### src/rtl/cpu_ctrl_pkg.sv
// Shared control-path definitions: ARM condition codes, NZCV flag bit
// positions and the split flag-write request bits.
package cpu_ctrl_pkg;

  typedef enum logic [3:0] {
    COND_EQ = 4'b0000,
    COND_NE = 4'b0001,
    COND_CS = 4'b0010,
    COND_CC = 4'b0011,
    COND_MI = 4'b0100,
    COND_PL = 4'b0101,
    COND_VS = 4'b0110,
    COND_VC = 4'b0111,
    COND_HI = 4'b1000,
    COND_LS = 4'b1001,
    COND_GE = 4'b1010,
    COND_LT = 4'b1011,
    COND_GT = 4'b1100,
    COND_LE = 4'b1101,
    COND_AL = 4'b1110,
    COND_NV = 4'b1111
  } cond_e;

  localparam int FLAG_N = 3;
  localparam int FLAG_Z = 2;
  localparam int FLAG_C = 1;
  localparam int FLAG_V = 0;

  localparam int FW_NZ = 1;
  localparam int FW_CV = 0;

endpackage

### src/rtl/cond_logic_if.sv
// Decoder/controller-facing bundle of the condition stage: write requests in,
// gated write enables and the architectural flags out.
interface cond_logic_if;

  logic [3:0] Cond;
  logic [3:0] ALUFlags;
  logic [1:0] FlagW;
  logic       PCS;
  logic       RegW;
  logic       MemW;
  logic       NoWrite;
  logic       CondLatch;

  logic [3:0] Flags;
  logic       CondEx;
  logic [1:0] FlagWrite;
  logic       PCWrite;
  logic       RegWrite;
  logic       MemWrite;

  modport master (
    output Cond, ALUFlags, FlagW, PCS, RegW, MemW, NoWrite, CondLatch,
    input  Flags, CondEx, FlagWrite, PCWrite, RegWrite, MemWrite
  );

  modport slave (
    input  Cond, ALUFlags, FlagW, PCS, RegW, MemW, NoWrite, CondLatch,
    output Flags, CondEx, FlagWrite, PCWrite, RegWrite, MemWrite
  );

endinterface

### src/rtl/cond_eval.sv
// Combinational ARM condition-field evaluator against an NZCV flag vector.
// Code 1111 never executes so the result is always a defined value.
module cond_eval
  import cpu_ctrl_pkg::*;
(
  input  logic [3:0] cond,
  input  logic [3:0] flags,
  output logic       result
);

  logic n, z, c, v;

  assign n = flags[FLAG_N];
  assign z = flags[FLAG_Z];
  assign c = flags[FLAG_C];
  assign v = flags[FLAG_V];

  always_comb begin
    result = 1'b0;
    case (cond_e'(cond))
      COND_EQ: result = z;
      COND_NE: result = ~z;
      COND_CS: result = c;
      COND_CC: result = ~c;
      COND_MI: result = n;
      COND_PL: result = ~n;
      COND_VS: result = v;
      COND_VC: result = ~v;
      COND_HI: result = c & ~z;
      COND_LS: result = ~(c & ~z);
      COND_GE: result = (n == v);
      COND_LT: result = (n != v);
      COND_GT: result = ~z & (n == v);
      COND_LE: result = ~(~z & (n == v));
      COND_AL: result = 1'b1;
      COND_NV: result = 1'b0;
      default: result = 1'b0;
    endcase
  end

endmodule

### src/rtl/cond_logic.sv
// Condition stage: holds NZCV, evaluates the instruction condition and gates
// the decoder's PC/register/memory/flag write requests with the outcome.
module cond_logic
  import cpu_ctrl_pkg::*;
#(
  parameter int MULTICYCLE = 1
) (
  input  logic         clk,
  input  logic         reset,
  cond_logic_if.slave  bus
);

  logic [3:0] flagsq;
  logic       condexr;
  logic       evalresult;
  logic       condex;
  logic [1:0] flagwrite;

  cond_eval u_cond_eval (
    .cond   (bus.Cond),
    .flags  (flagsq),
    .result (evalresult)
  );

  // Multicycle mode freezes the decision at decode so later flag updates
  // within the same instruction cannot change its outcome.
  assign condex    = (MULTICYCLE != 0) ? condexr : evalresult;
  assign flagwrite = bus.FlagW & {2{condex}};

  // Evaluation sees the pre-update flags, so a same-edge latch and flag
  // write resolve against the old flags.
  always_ff @(posedge clk) begin
    if (reset) begin
      flagsq  <= 4'b0000;
      condexr <= 1'b0;
    end else begin
      if (flagwrite[FW_NZ])
        flagsq[FLAG_N:FLAG_Z] <= bus.ALUFlags[FLAG_N:FLAG_Z];
      if (flagwrite[FW_CV])
        flagsq[FLAG_C:FLAG_V] <= bus.ALUFlags[FLAG_C:FLAG_V];
      if (bus.CondLatch)
        condexr <= evalresult;
    end
  end

  assign bus.Flags     = flagsq;
  assign bus.CondEx    = condex;
  assign bus.FlagWrite = flagwrite;
  assign bus.PCWrite   = bus.PCS & condex;
  assign bus.RegWrite  = bus.RegW & condex & ~bus.NoWrite;
  assign bus.MemWrite  = bus.MemW & condex;

endmodule

### src/flat_wrapper.sv
// flat-port wrapper written by rule: the top's interface ports become plain ports
module cond_logic_flat import cpu_ctrl_pkg::*;
#(
  parameter int MULTICYCLE = 1
)
  (clk, reset, bus_Cond, bus_ALUFlags, bus_FlagW, bus_PCS, bus_RegW, bus_MemW, bus_NoWrite, bus_CondLatch, bus_Flags, bus_CondEx, bus_FlagWrite, bus_PCWrite, bus_RegWrite, bus_MemWrite);
  cond_logic_if bus_i ();
  input  logic clk;
  input  logic reset;
  input wire logic [$bits(bus_i.Cond)-1:0] bus_Cond;
  input wire logic [$bits(bus_i.ALUFlags)-1:0] bus_ALUFlags;
  input wire logic [$bits(bus_i.FlagW)-1:0] bus_FlagW;
  input wire logic [$bits(bus_i.PCS)-1:0] bus_PCS;
  input wire logic [$bits(bus_i.RegW)-1:0] bus_RegW;
  input wire logic [$bits(bus_i.MemW)-1:0] bus_MemW;
  input wire logic [$bits(bus_i.NoWrite)-1:0] bus_NoWrite;
  input wire logic [$bits(bus_i.CondLatch)-1:0] bus_CondLatch;
  output wire logic [$bits(bus_i.Flags)-1:0] bus_Flags;
  output wire logic [$bits(bus_i.CondEx)-1:0] bus_CondEx;
  output wire logic [$bits(bus_i.FlagWrite)-1:0] bus_FlagWrite;
  output wire logic [$bits(bus_i.PCWrite)-1:0] bus_PCWrite;
  output wire logic [$bits(bus_i.RegWrite)-1:0] bus_RegWrite;
  output wire logic [$bits(bus_i.MemWrite)-1:0] bus_MemWrite;
  assign bus_i.Cond = bus_Cond;
  assign bus_i.ALUFlags = bus_ALUFlags;
  assign bus_i.FlagW = bus_FlagW;
  assign bus_i.PCS = bus_PCS;
  assign bus_i.RegW = bus_RegW;
  assign bus_i.MemW = bus_MemW;
  assign bus_i.NoWrite = bus_NoWrite;
  assign bus_i.CondLatch = bus_CondLatch;
  assign bus_Flags = bus_i.Flags;
  assign bus_CondEx = bus_i.CondEx;
  assign bus_FlagWrite = bus_i.FlagWrite;
  assign bus_PCWrite = bus_i.PCWrite;
  assign bus_RegWrite = bus_i.RegWrite;
  assign bus_MemWrite = bus_i.MemWrite;
  cond_logic #(.MULTICYCLE(MULTICYCLE)) u_core (.clk(clk), .reset(reset), .bus(bus_i));
endmodule
### config.mk
export PLATFORM = sky130hd
export DESIGN_NAME = cond_logic_flat
export DESIGN_NICKNAME = d
export VERILOG_FILES = /design/src/rtl/cpu_ctrl_pkg.sv /design/src/rtl/cond_logic_if.sv /design/src/rtl/cond_eval.sv /design/src/rtl/cond_logic.sv /design/src/flat_wrapper.sv
export SDC_FILE = /design/constraint.sdc
export NUM_CORES = 1
export LEC_CHECK = 0
export ABC_AREA = 1
export CAP_MARGIN = 0
export CORE_AREA = 3 3 40 42
export DETAILED_ROUTE_END_ITERATION = 12
export DIE_AREA = 0 0 43 45
export PLACE_DENSITY = 0.71
export SYNTH_ARGS = -nofsm -noshare
export SYNTH_HDL_FRONTEND = slang
export SYNTH_SLANG_ARGS = --single-unit
### constraint.sdc
create_clock -name clk -period 2 [get_ports clk]
set_clock_uncertainty 0.2 [all_clocks]
set_input_delay 0.3 -clock clk [delete_from_list [all_inputs] [get_ports clk]]
set_output_delay 0.3 -clock clk [all_outputs]
set_load 0.005 [all_outputs]
==> flow_summary_export.csv <==
group,metric,value,unit
worst_setup_path,worst_path_largest_cell_delay,500,ps
detailed_routing,drc,0,
global_route,grt_util_met2,0.2455,
logic_synthesis,synth-xor-area-share,0,
floorplan,die_height,45,um
worst_setup_path,worst_path_max_delay_cell,"sky130_fd_sc_hd__clkdlybuf4s50_1",
detailed_routing,routed_wire_length_per_instance,9.744,um
logic_synthesis,yosys.cell_count.top_type,"sky130_fd_sc_hd__nand2_1",
worst_setup_path,crit_chain,"clkdlybuf4s50_1, nand2_1, nor2_1, clkdlybuf4s50_1",
place,io_port_bufs,26,
power_and_ir_drop,total_internal_power,243.5,uW
logic_synthesis,post_synth_fa_ha_maj_area_fraction,0,
power_and_ir_drop,p_sw,92.52,uW
sta,report.final.slew_viol_count,0,
clocking,htree_num_levels,1,
final_layout,post_route_cells_drive_above_1_share,0.08475,
place,gp_congestion,0.8173,
floorplan,top_level_ports,27,
sta,fmaxAchievable,0.5247,GHz
worst_setup_path,path_max_fanout,1,
worst_setup_path,critPathArrivalTime,1410,ps
global_route,grt.busiest_layer,"met2",
clocking,numClockSinks,5,
logic_synthesis,synth_enable_flop_cells,0,
worst_setup_path,cell_family_with_the_largest_share_of_critical_path_delay,"buffers and inverters",
sta,holdWs,326.1,ps
logic_synthesis,netlist.top_cell.by_area,"sky130_fd_sc_hd__nand2_1",
global_route,grt_util_met3,0.03984,
floorplan,design.core.area,1285,um^2
worst_setup_path,cpMostUsedCell,"sky130_fd_sc_hd__clkdlybuf4s50_1",
sta,final.min_clock_period,1906,ps
logic_synthesis,synthesis.area,467.9,um^2
clocking,tritoncts,"yes",
detailed_routing,dr_total_vias,624,
logic_synthesis,netlist.area_leader.share,0.2888,
detailed_routing,vias_per_inst,4.692,
power_and_ir_drop,swShare,0.2753,
clocking,worst_skew_pair.late_latency,240,ps
logic_synthesis,synth.net_count,105,
logic_synthesis,share_of_synthesized_flip_flops_with_an_asynchronous_set_or_reset,0,
sta,timing_hold_violations_final,0,
clocking,cts_hold_bufs,0,
logic_synthesis,yosys-mux-area-fraction,0,
global_route,grtUsageTotal,0.1456,
detailed_routing,detail-route-antenna-nets,0,
logic_synthesis,synthesis.area_per_instance,5.318,um^2
logic_synthesis,post_synthesis_share_of_cell_area_spent_on_and_or_nand_and_nor_gates,0.5080,
final_layout,areaGrowthSynthToFinish,63.64,%
power_and_ir_drop,clockPowerShare,0.340,
logic_synthesis,most_area_consuming_cells_after_synthesis,"sky130_fd_sc_hd__nand2_1, sky130_fd_sc_hd__dfxtp_1, sky130_fd_sc_hd__inv_1, sky130_fd_sc_hd__nor2_1, sky130_fd_sc_hd__nand3_1",
power_and_ir_drop,pleak,0.3811,nW
power_and_ir_drop,power_density_normalized_to_cell_area,438.8,nW/um^2
clocking,cts_buffer_depth,2,
run,drv_cap,0,
floorplan,floorplan.die.width,43,um
logic_synthesis,post_synth_top_cells,"sky130_fd_sc_hd__nand2_1, sky130_fd_sc_hd__inv_1, sky130_fd_sc_hd__nor2_1",
floorplan,design.die.area,1935,um^2
logic_synthesis,synth_flop_cell,"sky130_fd_sc_hd__dfxtp_1",
detailed_routing,detailedRoute.firstPassIterationCount,4,
sta,worst_slew_pin_tran,339.6,ps
logic_synthesis,synthesis.instances,88,
sta,setup_repair_after_global_routing_missed_its_margin,"no",
global_route,initial_antenna_violation_count,0,
global_route,grt_pass1_wl,2139,um
power_and_ir_drop,finalPower,336.0,uW
run_status,status,"complete, no violations",
sta,finalSetupTns,0,ps
global_route,grt_max_degree,9,
sta,timing.final.crit_share,0.9529,
global_route,grt.overflow.total,0,
floorplan,fp-row-count,13,
logic_synthesis,ys_ff_latch,5,
sta,report.final.setup_viol,0,
logic_synthesis,synth-compound-area-share,0.08824,
clocking,cts_inserted_buffers,3,
worst_setup_path,cp_data_required_time,1500,ps
worst_hold_path,min-delay-path-class,"register to register",
worst_setup_path,setup.worst_path.end_class,"output pin",
final_layout,num-nets-final,136,
clocking,cts_root_buf,"sky130_fd_sc_hd__clkbuf_4",
detailed_routing,detail_route.wirelength,1296,um
power_and_ir_drop,power_frac_comb,0.325,
worst_setup_path,setup.worst_path.class,"input port to output pin",
logic_synthesis,synth.yosys.seq_area_share,0.2139,
detailed_routing,drt_iter0_drc,6,
logic_synthesis,synth_top_family_by_area,"simple AND/OR/NAND/NOR gates",
sta,max-slew-margin-rel,0.7729,
global_route,first_global_vias,615,
worst_setup_path,cp.buffers_inverters,2,
clocking,setup_repair_bufs_after_cts,0,
place,detailedPlacementHpwl,1030,um
global_route,groute.layer.met1.usage,0.1514,
logic_synthesis,synth.distinct_cells,15,
floorplan,effective_utilization_at_floorplan,0.3642,
power_and_ir_drop,seqPwrFrac,0.335,
logic_synthesis,synth-warning-count,0,
final_layout,antenna_cells,0,
clocking,post_cts.resized_instances,0,
clocking,clkSlewWorstSetupHoldPaths,40,ps
worst_setup_path,critPathLaunchType,"input port",
power_and_ir_drop,vdd_ir_drop_max,305.1,uV
-- through the flow --
step,util,instance area [um^2],instances,setup WS (ps)
6_report,0.5959,765.7,133,94.25
4_1_cts,0.5959,765.7,133,87.41
5_1_grt,0.5959,765.7,133,41.22
3_3_place_gp,0.5755,739.5,129,109.8
2_1_floorplan,-,467.9,88,744.8
3_5_place_dp,0.5755,739.5,129,92.79
-- cell usage in the layout (no fill, tap or decap) --
cell | synthesis | routed
sky130_fd_sc_hd__a211oi_1 | 3 | 3
sky130_fd_sc_hd__a21oi_1 | 1 | 1
sky130_fd_sc_hd__a21oi_2 | 1 | 1
sky130_fd_sc_hd__buf_4 | 0 | 2
sky130_fd_sc_hd__clkbuf_1 | 0 | 1
sky130_fd_sc_hd__clkbuf_4 | 0 | 3
sky130_fd_sc_hd__clkdlybuf4s50_1 | 0 | 26
sky130_fd_sc_hd__dfxtp_1 | 5 | 5
sky130_fd_sc_hd__inv_1 | 15 | 15
sky130_fd_sc_hd__inv_2 | 1 | 1
sky130_fd_sc_hd__inv_4 | 1 | 1
sky130_fd_sc_hd__nand2_1 | 36 | 36
sky130_fd_sc_hd__nand2_2 | 1 | 1
sky130_fd_sc_hd__nand3_1 | 5 | 5
sky130_fd_sc_hd__nand4_1 | 2 | 2
sky130_fd_sc_hd__nor2_1 | 13 | 13
sky130_fd_sc_hd__nor3_2 | 1 | 1
sky130_fd_sc_hd__o21ai_0 | 1 | 1
-- power groups by stage --
| stage | registers (mW) | clock network, mW | logic [mW] |
|---|---|---|---|
| floorplan | 0.114 | 0 | 0.0490 |
| global placement | 0.114 | 0 | 0.108 |
| finish | 0.112 | 0.114 | 0.109 |
| CTS | 0.113 | 0.119 | 0.110 |
| global route | 0.114 | 0.130 | 0.121 |
| detailed placement | 0.114 | 0 | 0.108 |
-- worst register-to-register path, cell delays in order, from the launching register on --
cell and delay [ps]:
sky130_fd_sc_hd__dfxtp_1 370, sky130_fd_sc_hd__inv_1 70, sky130_fd_sc_hd__nand2_1 80, sky130_fd_sc_hd__nand2_1 80, sky130_fd_sc_hd__nand2_1 70, sky130_fd_sc_hd__nand2_1 70
sky130_fd_sc_hd__nor2_1 110, sky130_fd_sc_hd__nand3_1 80, sky130_fd_sc_hd__nand2_1 70, sky130_fd_sc_hd__a21oi_2 50
-- registers in the layout (all words and copies together), names as in the netlist --
register and cells:
u_core.bus.Flags 4, u_core.bus.CondEx 1
-- cell type report --
cell class	count	area, um^2
Fill cell	124	519.2
Multi-Input combinational cell	64	279.0
Timing Repair Buffer	28	275.3
Sequential cell	5	100.1
Inverter	17	66.31
Clock buffer	4	26.28
Tap cell	15	18.77
-- logic make-up (layout without fill, tap and decap cells) --
group	after synthesis	after routing
AOI/OAI and AO/OA	6	6
buffers and inverters	19	49
DFF	5	5
and+or+nand+nor	58	58
-- path summary, 6_finish.rpt --
check / from / to / slack [ps] / depth (start not counted)
worst max-delay path: bus_RegW / bus_RegWrite / 90 / 4
worst min register to register: u_core.bus.Flags[3]$_SDFFE_PP0P_ / u_core.bus.Flags[3]$_SDFFE_PP0P_ / 330 / 2
worst min-delay path: u_core.bus.Flags[3]$_SDFFE_PP0P_ / u_core.bus.Flags[3]$_SDFFE_PP0P_ / 330 / 2
worst max register to register: u_core.bus.Flags[3]$_SDFFE_PP0P_ / u_core.bus.CondEx$_SDFFE_PP0P_ / 640 / 9
-- per-layer routing --
metal | up-vias | wire [um] | share of wire
met2 | 29 | 626 | 0.48
met3 | 2 | 135 | 0.10
li1 | 327 | - | -
met5 | - | 0 | 0
met4 | 0 | 14 | 0.011
met1 | 266 | 521 | 0.40
(Power assumes the default switching activity.)
